`src/rtl/tenb_frame_decoder.sv`:
```
// 8b/10b receive framer: hunts K28.5, decodes with running-disparity checks,
// strips K23.7 + CRC-32 trailer and forwards payload bytes with sop/eop flags.
module tenb_frame_decoder (
  input  logic       clk,
  input  logic       reset,
  input  logic       pushin,
  input  logic [9:0] datain,
  output logic       pushout,
  output logic [7:0] dataout,
  output logic       sopout,
  output logic       eopout,
  output logic       frame_done,
  output logic       crc_ok,
  output logic       code_err
);

  typedef enum logic [1:0] {StIdle, StData, StCrc, StEnd} state_e;

  localparam logic [9:0] K285Neg = 10'b0101_111100;
  localparam logic [9:0] K285Pos = 10'b1010_000011;

  // Returns {valid, EDCBA} for an abcdei sub-block; K28 forms are valid.
  function automatic logic [5:0] dec6(input logic [5:0] c);
    unique case (c)
      6'b100111, 6'b011000: return {1'b1, 5'd0};
      6'b011101, 6'b100010: return {1'b1, 5'd1};
      6'b101101, 6'b010010: return {1'b1, 5'd2};
      6'b110001:            return {1'b1, 5'd3};
      6'b110101, 6'b001010: return {1'b1, 5'd4};
      6'b101001:            return {1'b1, 5'd5};
      6'b011001:            return {1'b1, 5'd6};
      6'b111000, 6'b000111: return {1'b1, 5'd7};
      6'b111001, 6'b000110: return {1'b1, 5'd8};
      6'b100101:            return {1'b1, 5'd9};
      6'b010101:            return {1'b1, 5'd10};
      6'b110100:            return {1'b1, 5'd11};
      6'b001101:            return {1'b1, 5'd12};
      6'b101100:            return {1'b1, 5'd13};
      6'b011100:            return {1'b1, 5'd14};
      6'b010111, 6'b101000: return {1'b1, 5'd15};
      6'b011011, 6'b100100: return {1'b1, 5'd16};
      6'b100011:            return {1'b1, 5'd17};
      6'b010011:            return {1'b1, 5'd18};
      6'b110010:            return {1'b1, 5'd19};
      6'b001011:            return {1'b1, 5'd20};
      6'b101010:            return {1'b1, 5'd21};
      6'b011010:            return {1'b1, 5'd22};
      6'b111010, 6'b000101: return {1'b1, 5'd23};
      6'b110011, 6'b001100: return {1'b1, 5'd24};
      6'b100110:            return {1'b1, 5'd25};
      6'b010110:            return {1'b1, 5'd26};
      6'b110110, 6'b001001: return {1'b1, 5'd27};
      6'b001110, 6'b001111, 6'b110000: return {1'b1, 5'd28};
      6'b101110, 6'b010001: return {1'b1, 5'd29};
      6'b011110, 6'b100001: return {1'b1, 5'd30};
      6'b101011, 6'b010100: return {1'b1, 5'd31};
      default:              return 6'd0;
    endcase
  endfunction

  function automatic logic [2:0] dec4(input logic [3:0] c);
    unique case (c)
      4'b1011, 4'b0100: return 3'd0;
      4'b1001:          return 3'd1;
      4'b0101:          return 3'd2;
      4'b1100, 4'b0011: return 3'd3;
      4'b1101, 4'b0010: return 3'd4;
      4'b1010:          return 3'd5;
      4'b0110:          return 3'd6;
      default:          return 3'd7;
    endcase
  endfunction

  function automatic logic [31:0] crc_upd(input logic [31:0] c, input logic [7:0] d);
    logic [31:0] r;
    r = c ^ {24'd0, d};
    for (int i = 0; i < 8; i++) r = r[0] ? ((r >> 1) ^ 32'hEDB88320) : (r >> 1);
    return r;
  endfunction

  // Symbol classification
  logic [5:0] s6, d6;
  logic [3:0] s4;
  logic [2:0] ones6, ones4;
  logic       k28, k285, k237, kx7n, kx7p, a7n, a7p, is_k, bad4, sym_err;
  logic       rd_mid, rd_nx, derr;
  logic [7:0] sym_byte;

  assign s6    = {datain[0], datain[1], datain[2], datain[3], datain[4], datain[5]};
  assign s4    = {datain[6], datain[7], datain[8], datain[9]};
  assign d6    = dec6(s6);
  assign ones6 = 3'($countones(s6));
  assign ones4 = 3'($countones(s4));
  assign sym_byte = {dec4(s4), d6[4:0]};

  assign k28  = (s6 == 6'b001111) || (s6 == 6'b110000);
  assign k285 = (datain == K285Neg) || (datain == K285Pos);
  assign k237 = ((s6 == 6'b111010) && (s4 == 4'b1000)) || ((s6 == 6'b000101) && (s4 == 4'b0111));
  assign kx7n = (s6 == 6'b111010) || (s6 == 6'b110110) || (s6 == 6'b101110) || (s6 == 6'b011110);
  assign kx7p = (s6 == 6'b000101) || (s6 == 6'b001001) || (s6 == 6'b010001) || (s6 == 6'b100001);
  assign a7n  = (s6 == 6'b100011) || (s6 == 6'b010011) || (s6 == 6'b001011);
  assign a7p  = (s6 == 6'b110100) || (s6 == 6'b101100) || (s6 == 6'b011100);
  assign is_k = k28 || ((kx7n || kx7p) && ((s4 == 4'b0111) || (s4 == 4'b1000)));

  // A7/P7 and K28 pairings that no valid code word uses
  assign bad4 = (ones4 == 3'd0) || (ones4 == 3'd4)
             || ((s4 == 4'b1110) && (a7n || s6 == 6'b110000))
             || ((s4 == 4'b0001) && (a7p || s6 == 6'b001111))
             || ((s4 == 4'b0111) && !(a7n || kx7p || s6 == 6'b110000))
             || ((s4 == 4'b1000) && !(a7p || kx7n || s6 == 6'b001111));

  state_e      state_q, state_d;
  logic        rd_q, rd_d;
  logic [31:0] crc_q, crc_d, rx_crc_q, rx_crc_d;
  logic [1:0]  cnt_q, cnt_d;
  logic [7:0]  hold_q, hold_d;
  logic        hold_vld_q, hold_vld_d, sop_pend_q, sop_pend_d, err_seen_q, err_seen_d;
  logic        push_d, sop_d, eop_d, done_d, ok_d, cerr_d;
  logic [7:0]  data_d;
  logic        abort, start, emit, emit_eop;

  always_comb begin
    rd_mid = rd_q;
    rd_nx  = rd_q;
    derr   = 1'b0;
    unique case (ones6)
      3'd4:    begin derr = rd_q;  rd_mid = 1'b1; end
      3'd2:    begin derr = !rd_q; rd_mid = 1'b0; end
      default: derr = ((s6 == 6'b111000) && rd_q) || ((s6 == 6'b000111) && !rd_q);
    endcase
    unique case (ones4)
      3'd3:    begin derr = derr || rd_mid;  rd_nx = 1'b1; end
      3'd1:    begin derr = derr || !rd_mid; rd_nx = 1'b0; end
      default: begin
        rd_nx = rd_mid;
        derr  = derr || ((s4 == 4'b1100) && rd_mid) || ((s4 == 4'b0011) && !rd_mid);
      end
    endcase
  end

  assign sym_err = !k285 && (!d6[5] || bad4 || derr);

  always_comb begin
    state_d    = state_q;
    rd_d       = rd_q;
    crc_d      = crc_q;
    rx_crc_d   = rx_crc_q;
    cnt_d      = cnt_q;
    hold_d     = hold_q;
    hold_vld_d = hold_vld_q;
    sop_pend_d = sop_pend_q;
    err_seen_d = err_seen_q;
    push_d     = 1'b0;
    data_d     = dataout;
    sop_d      = 1'b0;
    eop_d      = 1'b0;
    done_d     = 1'b0;
    ok_d       = 1'b0;
    cerr_d     = 1'b0;
    abort      = 1'b0;
    start      = 1'b0;
    emit       = 1'b0;
    emit_eop   = 1'b0;
    if (pushin) begin
      // K28.5 resynchronises RD: the RD- form leaves RD+, and vice versa
      rd_d = k285 ? (datain == K285Neg) : rd_nx;
      unique case (state_q)
        StIdle: start = k285;
        StData: begin
          if (k285) begin
            done_d = 1'b1;
            start  = 1'b1;
          end else if (sym_err) begin
            abort = 1'b1;
          end else if (k237) begin
            emit       = hold_vld_q;
            emit_eop   = 1'b1;
            hold_vld_d = 1'b0;
            cnt_d      = 2'd0;
            state_d    = StCrc;
          end else if (is_k) begin
            abort = 1'b1;
          end else begin
            crc_d      = crc_upd(crc_q, sym_byte);
            emit       = hold_vld_q;
            hold_d     = sym_byte;
            hold_vld_d = 1'b1;
          end
        end
        StCrc: begin
          if (is_k || sym_err) begin
            abort = 1'b1;
          end else begin
            rx_crc_d[8*cnt_q +: 8] = sym_byte;
            cnt_d = cnt_q + 2'd1;
            if (cnt_q == 2'd3) state_d = StEnd;
          end
        end
        StEnd: begin
          if (k285) begin
            done_d  = 1'b1;
            ok_d    = (rx_crc_q == ~crc_q) && !err_seen_q;
            state_d = StIdle;
          end else begin
            abort = 1'b1;
          end
        end
        default: state_d = StIdle;
      endcase
    end
    if (emit) begin
      push_d     = 1'b1;
      data_d     = hold_q;
      sop_d      = sop_pend_q;
      eop_d      = emit_eop;
      sop_pend_d = 1'b0;
    end
    if (start) begin
      state_d    = StData;
      crc_d      = 32'hFFFFFFFF;
      hold_vld_d = 1'b0;
      sop_pend_d = 1'b1;
      err_seen_d = 1'b0;
    end
    if (abort) begin
      done_d     = 1'b1;
      ok_d       = 1'b0;
      cerr_d     = sym_err;
      err_seen_d = err_seen_q || sym_err;
      hold_vld_d = 1'b0;
      state_d    = StIdle;
    end
  end

  always_ff @(posedge clk or posedge reset) begin
    if (reset) begin
      state_q    <= StIdle;
      rd_q       <= 1'b0;
      crc_q      <= 32'hFFFFFFFF;
      rx_crc_q   <= 32'd0;
      cnt_q      <= 2'd0;
      hold_q     <= 8'd0;
      hold_vld_q <= 1'b0;
      sop_pend_q <= 1'b0;
      err_seen_q <= 1'b0;
      pushout    <= 1'b0;
      dataout    <= 8'd0;
      sopout     <= 1'b0;
      eopout     <= 1'b0;
      frame_done <= 1'b0;
      crc_ok     <= 1'b0;
      code_err   <= 1'b0;
    end else begin
      state_q    <= state_d;
      rd_q       <= rd_d;
      crc_q      <= crc_d;
      rx_crc_q   <= rx_crc_d;
      cnt_q      <= cnt_d;
      hold_q     <= hold_d;
      hold_vld_q <= hold_vld_d;
      sop_pend_q <= sop_pend_d;
      err_seen_q <= err_seen_d;
      pushout    <= push_d;
      dataout    <= data_d;
      sopout     <= sop_d;
      eopout     <= eop_d;
      frame_done <= done_d;
      crc_ok     <= ok_d;
      code_err   <= cerr_d;
    end
  end

endmodule
```
`config.mk`:
```
export PLATFORM = sky130hd
export DESIGN_NAME = tenb_frame_decoder
export DESIGN_NICKNAME = d
export VERILOG_FILES = /design/src/rtl/tenb_frame_decoder.sv
export SDC_FILE = /design/constraint.sdc
export NUM_CORES = 1
export LEC_CHECK = 0
export CAP_MARGIN = 30
export CORE_ASPECT_RATIO = 0.6
export CORE_UTILIZATION = 40
export DETAILED_ROUTE_END_ITERATION = 12
export GPL_TIMING_DRIVEN = 1
export MAX_ROUTING_LAYER = met4
export PLACE_DENSITY = 0.57
export SLEW_MARGIN = 20
export SYNTH_ARGS = -nofsm -noshare
export SYNTH_HDL_FRONTEND = slang
export SYNTH_SLANG_ARGS = --single-unit
```
`constraint.sdc`:
```
create_clock -name clk -period 2.5 [get_ports clk]
set_input_delay 0.25 -clock clk [delete_from_list [all_inputs] [get_ports clk]]
set_output_delay 0.25 -clock clk [all_outputs]
set_load 0.005 [all_outputs]
```
==> impl_metrics.csv <==
group,metric,value,unit
pwr,power.leakage,4.07,nW
detailed_routing,highest-signal-layer,"met4",
sta,fin_skew,0.00587,ns
floorplan,coreArea,16400,µm²
global_route,antenna_found_initial,0,
critical_path,start_kind,"input pin",
critical_path,cp_max_fo,5,
detailed_routing,routed-wl-met3,1470,µm
synth,syn_nets,676,
global_route,grt_pass1_vias,5038,
synth,synth_cell_types,91,
detailed_routing,drtAntennaViolNets,0,
detailed_routing,first_pass_iters,5,
synth,yosysTopAreaCell,"dfrtp_1",
synth,ys_warn_count,0,
synth,netlist_instances,633,
floorplan,rows,36,
pwr,peakVddDrop,0.488,mV
detailed_routing,routed_via_density,5.32,
global_route,grt_max_degree,95,
sta,layout_setup_ws,-1.21,ns
synth,syn_area,6720,µm²
sta,worst_slew_pin_slew,0.579,ns
global_route,grt_util_all_layers,0.239,
detailed_routing,drtIter0Drc,474,
finish,stdcell_count,999,
sta,drv_slew,0,
hold_path,min_path_type,"input pin to async pin",
sta,setup_viol,93,
synth,syn_area_per_cell,10.6,µm²
sta,hold_viol,0,
placed_design,gp_congestion,0.880,
clocking,hold_buffers,0,
synth,synthTopCellsByArea,"dfrtp_1 (23%), dfstp_2 (13%), xor2_1 (5.2%)",
synth,synth-seq-cells,94,
clocking,tritoncts,"done",
finish,diodes,0,
placed_design,dp_slack,-1.90,ns
floorplan,io_pins,27,
clocking,cts-buffers-inserted,9,
critical_path,path_buf_inv,7,
detailed_routing,met2WireLength,7630,µm
global_route,grt-ovfl-total,0,
critical_path,crit_family,"adder cells",
finish,syn2layout_area_growth,32.2,%
synth,async_flop_share,1.00,
placed_design,dpl.hpwl,14300,µm
floorplan,die_w,169,µm
critical_path,crit_path_max_incr_delay,0.52,ns
detailed_routing,vias,5318,
critical_path,cp.required,2.73,ns
sta,slew_headroom,0.611,
detailed_routing,drcViolationCount,0,
detailed_routing,wl_met1,10700,µm
sta,rsz0062_at_grt,"yes",
critical_path,cp-end-kind,"register",
clocking,clk_pin_slew_worst_paths,0.06,ns
sta,min_period,3.71,ns
synth,yosys.area.top_type_share,0.231,
critical_path,cp_slowest_cell,"fa_1",
clocking,cts.sinks,94,
synth,dominantRegCellSynth,"dfrtp_1",
clocking,clk_latency,0.35,ns
detailed_routing,wl_per_cell,20.0,µm
global_route,grt_pass1_wl,29800,µm
critical_path,crit_type,"input pin to register",
outcome,violations,"negative setup slack",
synth,synth_edf_count,0,
placed_design,numPortBuffers,26,
finish,nNetsFinal,809,
floorplan,die-height,102,µm
sta,fin_crit_sh,1.49,
synth,ys_seq_area_frac,0.356,
critical_path,cp_cell_sequence,"buf_8 > fa_1 > inv_1 > fa_1 > inv_1 > ha_2 > inv_2 > fa_2 > a22oi_2 > mux2i_1 > mux2i_1 > nand4_4 > buf_6 > nor3_4 > buf_12 > buf_12 > mux2_4",
clocking,htreeDepth,3,
job,max_cap_violations,0,
floorplan,initial_core_util,0.411,
finish,drive_gt1_frac,0.353,
critical_path,cp_data_arrival_time,3.94,ns
clocking,cts_root_buf,"clkbuf_16",
detailed_routing,drt_wl_total,20000,µm
pwr,p_per_area,877,nW/µm²
floorplan,die-area,17300,µm²
sta,fmax,269,MHz
outcome,status,"finished with violations",
clocking,cts_buffer_depth,2,
placed_design,place_inst,964,
worst paths after layout:
path	slack, ns	end	from	cells after the start
worst max-delay path	-1.21	hold_q[3]	datain[3]	17
worst min-delay path	0.37	rx_crc_q[14]	reset	3
worst max register to register	0.04	hold_q[3]	rd_q	10
worst min register to register	0.48	err_seen_q	err_seen_q	1
max in group asynchronous	1.68	crc_q[27]	reset	3
min in group clk	0.48	err_seen_q	err_seen_q	1
state kept, by name (all words and copies together) (netlist names), 2 cells and up:
name,flops
cnt_q,2
state_q,2
dataout,8
rx_crc_q,32
crc_q,32
hold_q,8
worst min-delay path, stage by stage:
cell,delay (ns)
clkdlybuf4s50_1,0.44
clkinvlp_4,0.09
buf_12,0.36
per-stage QoR:
stage	area [µm²]	utilization	total power [mW]	hold WS, ns	TNS (ns)
3_3_place_gp	8100	0.495	6.11	0.469	-155.63
5_1_grt	8890	0.544	8.18	0.482	-120.10
4_1_cts	8530	0.522	7.73	0.422	-108.50
3_5_place_dp	8100	0.495	6.18	0.467	-166.37
2_1_floorplan	6830	-	4.76	0.428	-93.28
6_report	8890	0.544	7.79	0.374	-104.01
synthesized netlist by cell type, types with 7 or more instances:
cell,number
a21oi_1,42
buf_2,12
dfrtp_1,62
dfstp_2,32
ha_1,26
inv_1,26
mux2_1,21
mux2_2,14
mux2i_1,17
nand2_1,24
nand2b_1,12
nand3_1,7
nand3b_1,7
nand4_1,7
nor2_1,42
nor2b_1,8
nor3_1,38
o21ai_0,9
xnor2_1,39
xor2_1,40
cells by family after synthesis:
group | after synthesis | share of synthesized area
AND/OR/NAND/NOR | 184 | 0.152
AO/OA/AOI/OAI | 105 | 0.115
XOR/XNOR | 100 | 0.168
flip-flops | 94 | 0.356
buffers and inverters | 59 | 0.0452
multiplexers | 59 | 0.101
adder cells (fa/ha/maj) | 32 | 0.0635
report_power, final:
part           total, mW  switching [mW]  internal [mW]
clock network       1.46           0.591          0.868
logic               4.09            1.86           2.23
registers           2.24           0.341           1.90
final cells by class:
| class | count | area, µm² |
|---|---|---|
| multi-input cells | 481 | 4270 |
| fillers | 1440 | 7460 |
| flip-flops and latches | 94 | 2390 |
| clock inverters | 2 | 38.8 |
| repair buffers | 151 | 1520 |
| clock buffers | 14 | 275 |
| inverters | 29 | 113 |
| well taps | 228 | 285 |
what timing repair did:
action	in CTS	in global routing
setup endpoints to repair	93	93
setup buffers	3	11
cloned	1	7
gates resized for setup	32	32
pin swaps	12	16
placed cells by master, fill, tap and decap left out, types with 4 or more instances in the layout:
master and instances:
a21oi_1 39, a31oi_1 4, and2_1 4, and3_1 5, buf_12 12, buf_4 93
buf_6 12, clkbuf_16 16, clkdlybuf4s50_1 23, dfrtp_1 62, dfstp_2 32, ha_1 25
inv_1 24, inv_2 4, mux2_2 9, mux2_4 31, mux2i_1 16, nand2_1 24
nand2b_1 12, nand3_1 7, nand3b_1 7, nand4_1 7, nor2_1 39, nor2b_1 8
nor3_1 35, nor3_2 4, nor4_1 4, o211ai_1 5, o21ai_0 6, o21ai_1 7
xnor2_1 39, xnor2_2 6, xnor2_4 4, xnor3_1 6, xor2_1 40
per-layer routing:
layer	up-vias	GRT usage
li1	2495	-
met1	2626	0.380
met2	183	0.301
met3	14	0.0496
met4	0	0.0381
met5	-	-
Note: power is estimated with default switching activity, not from simulation.
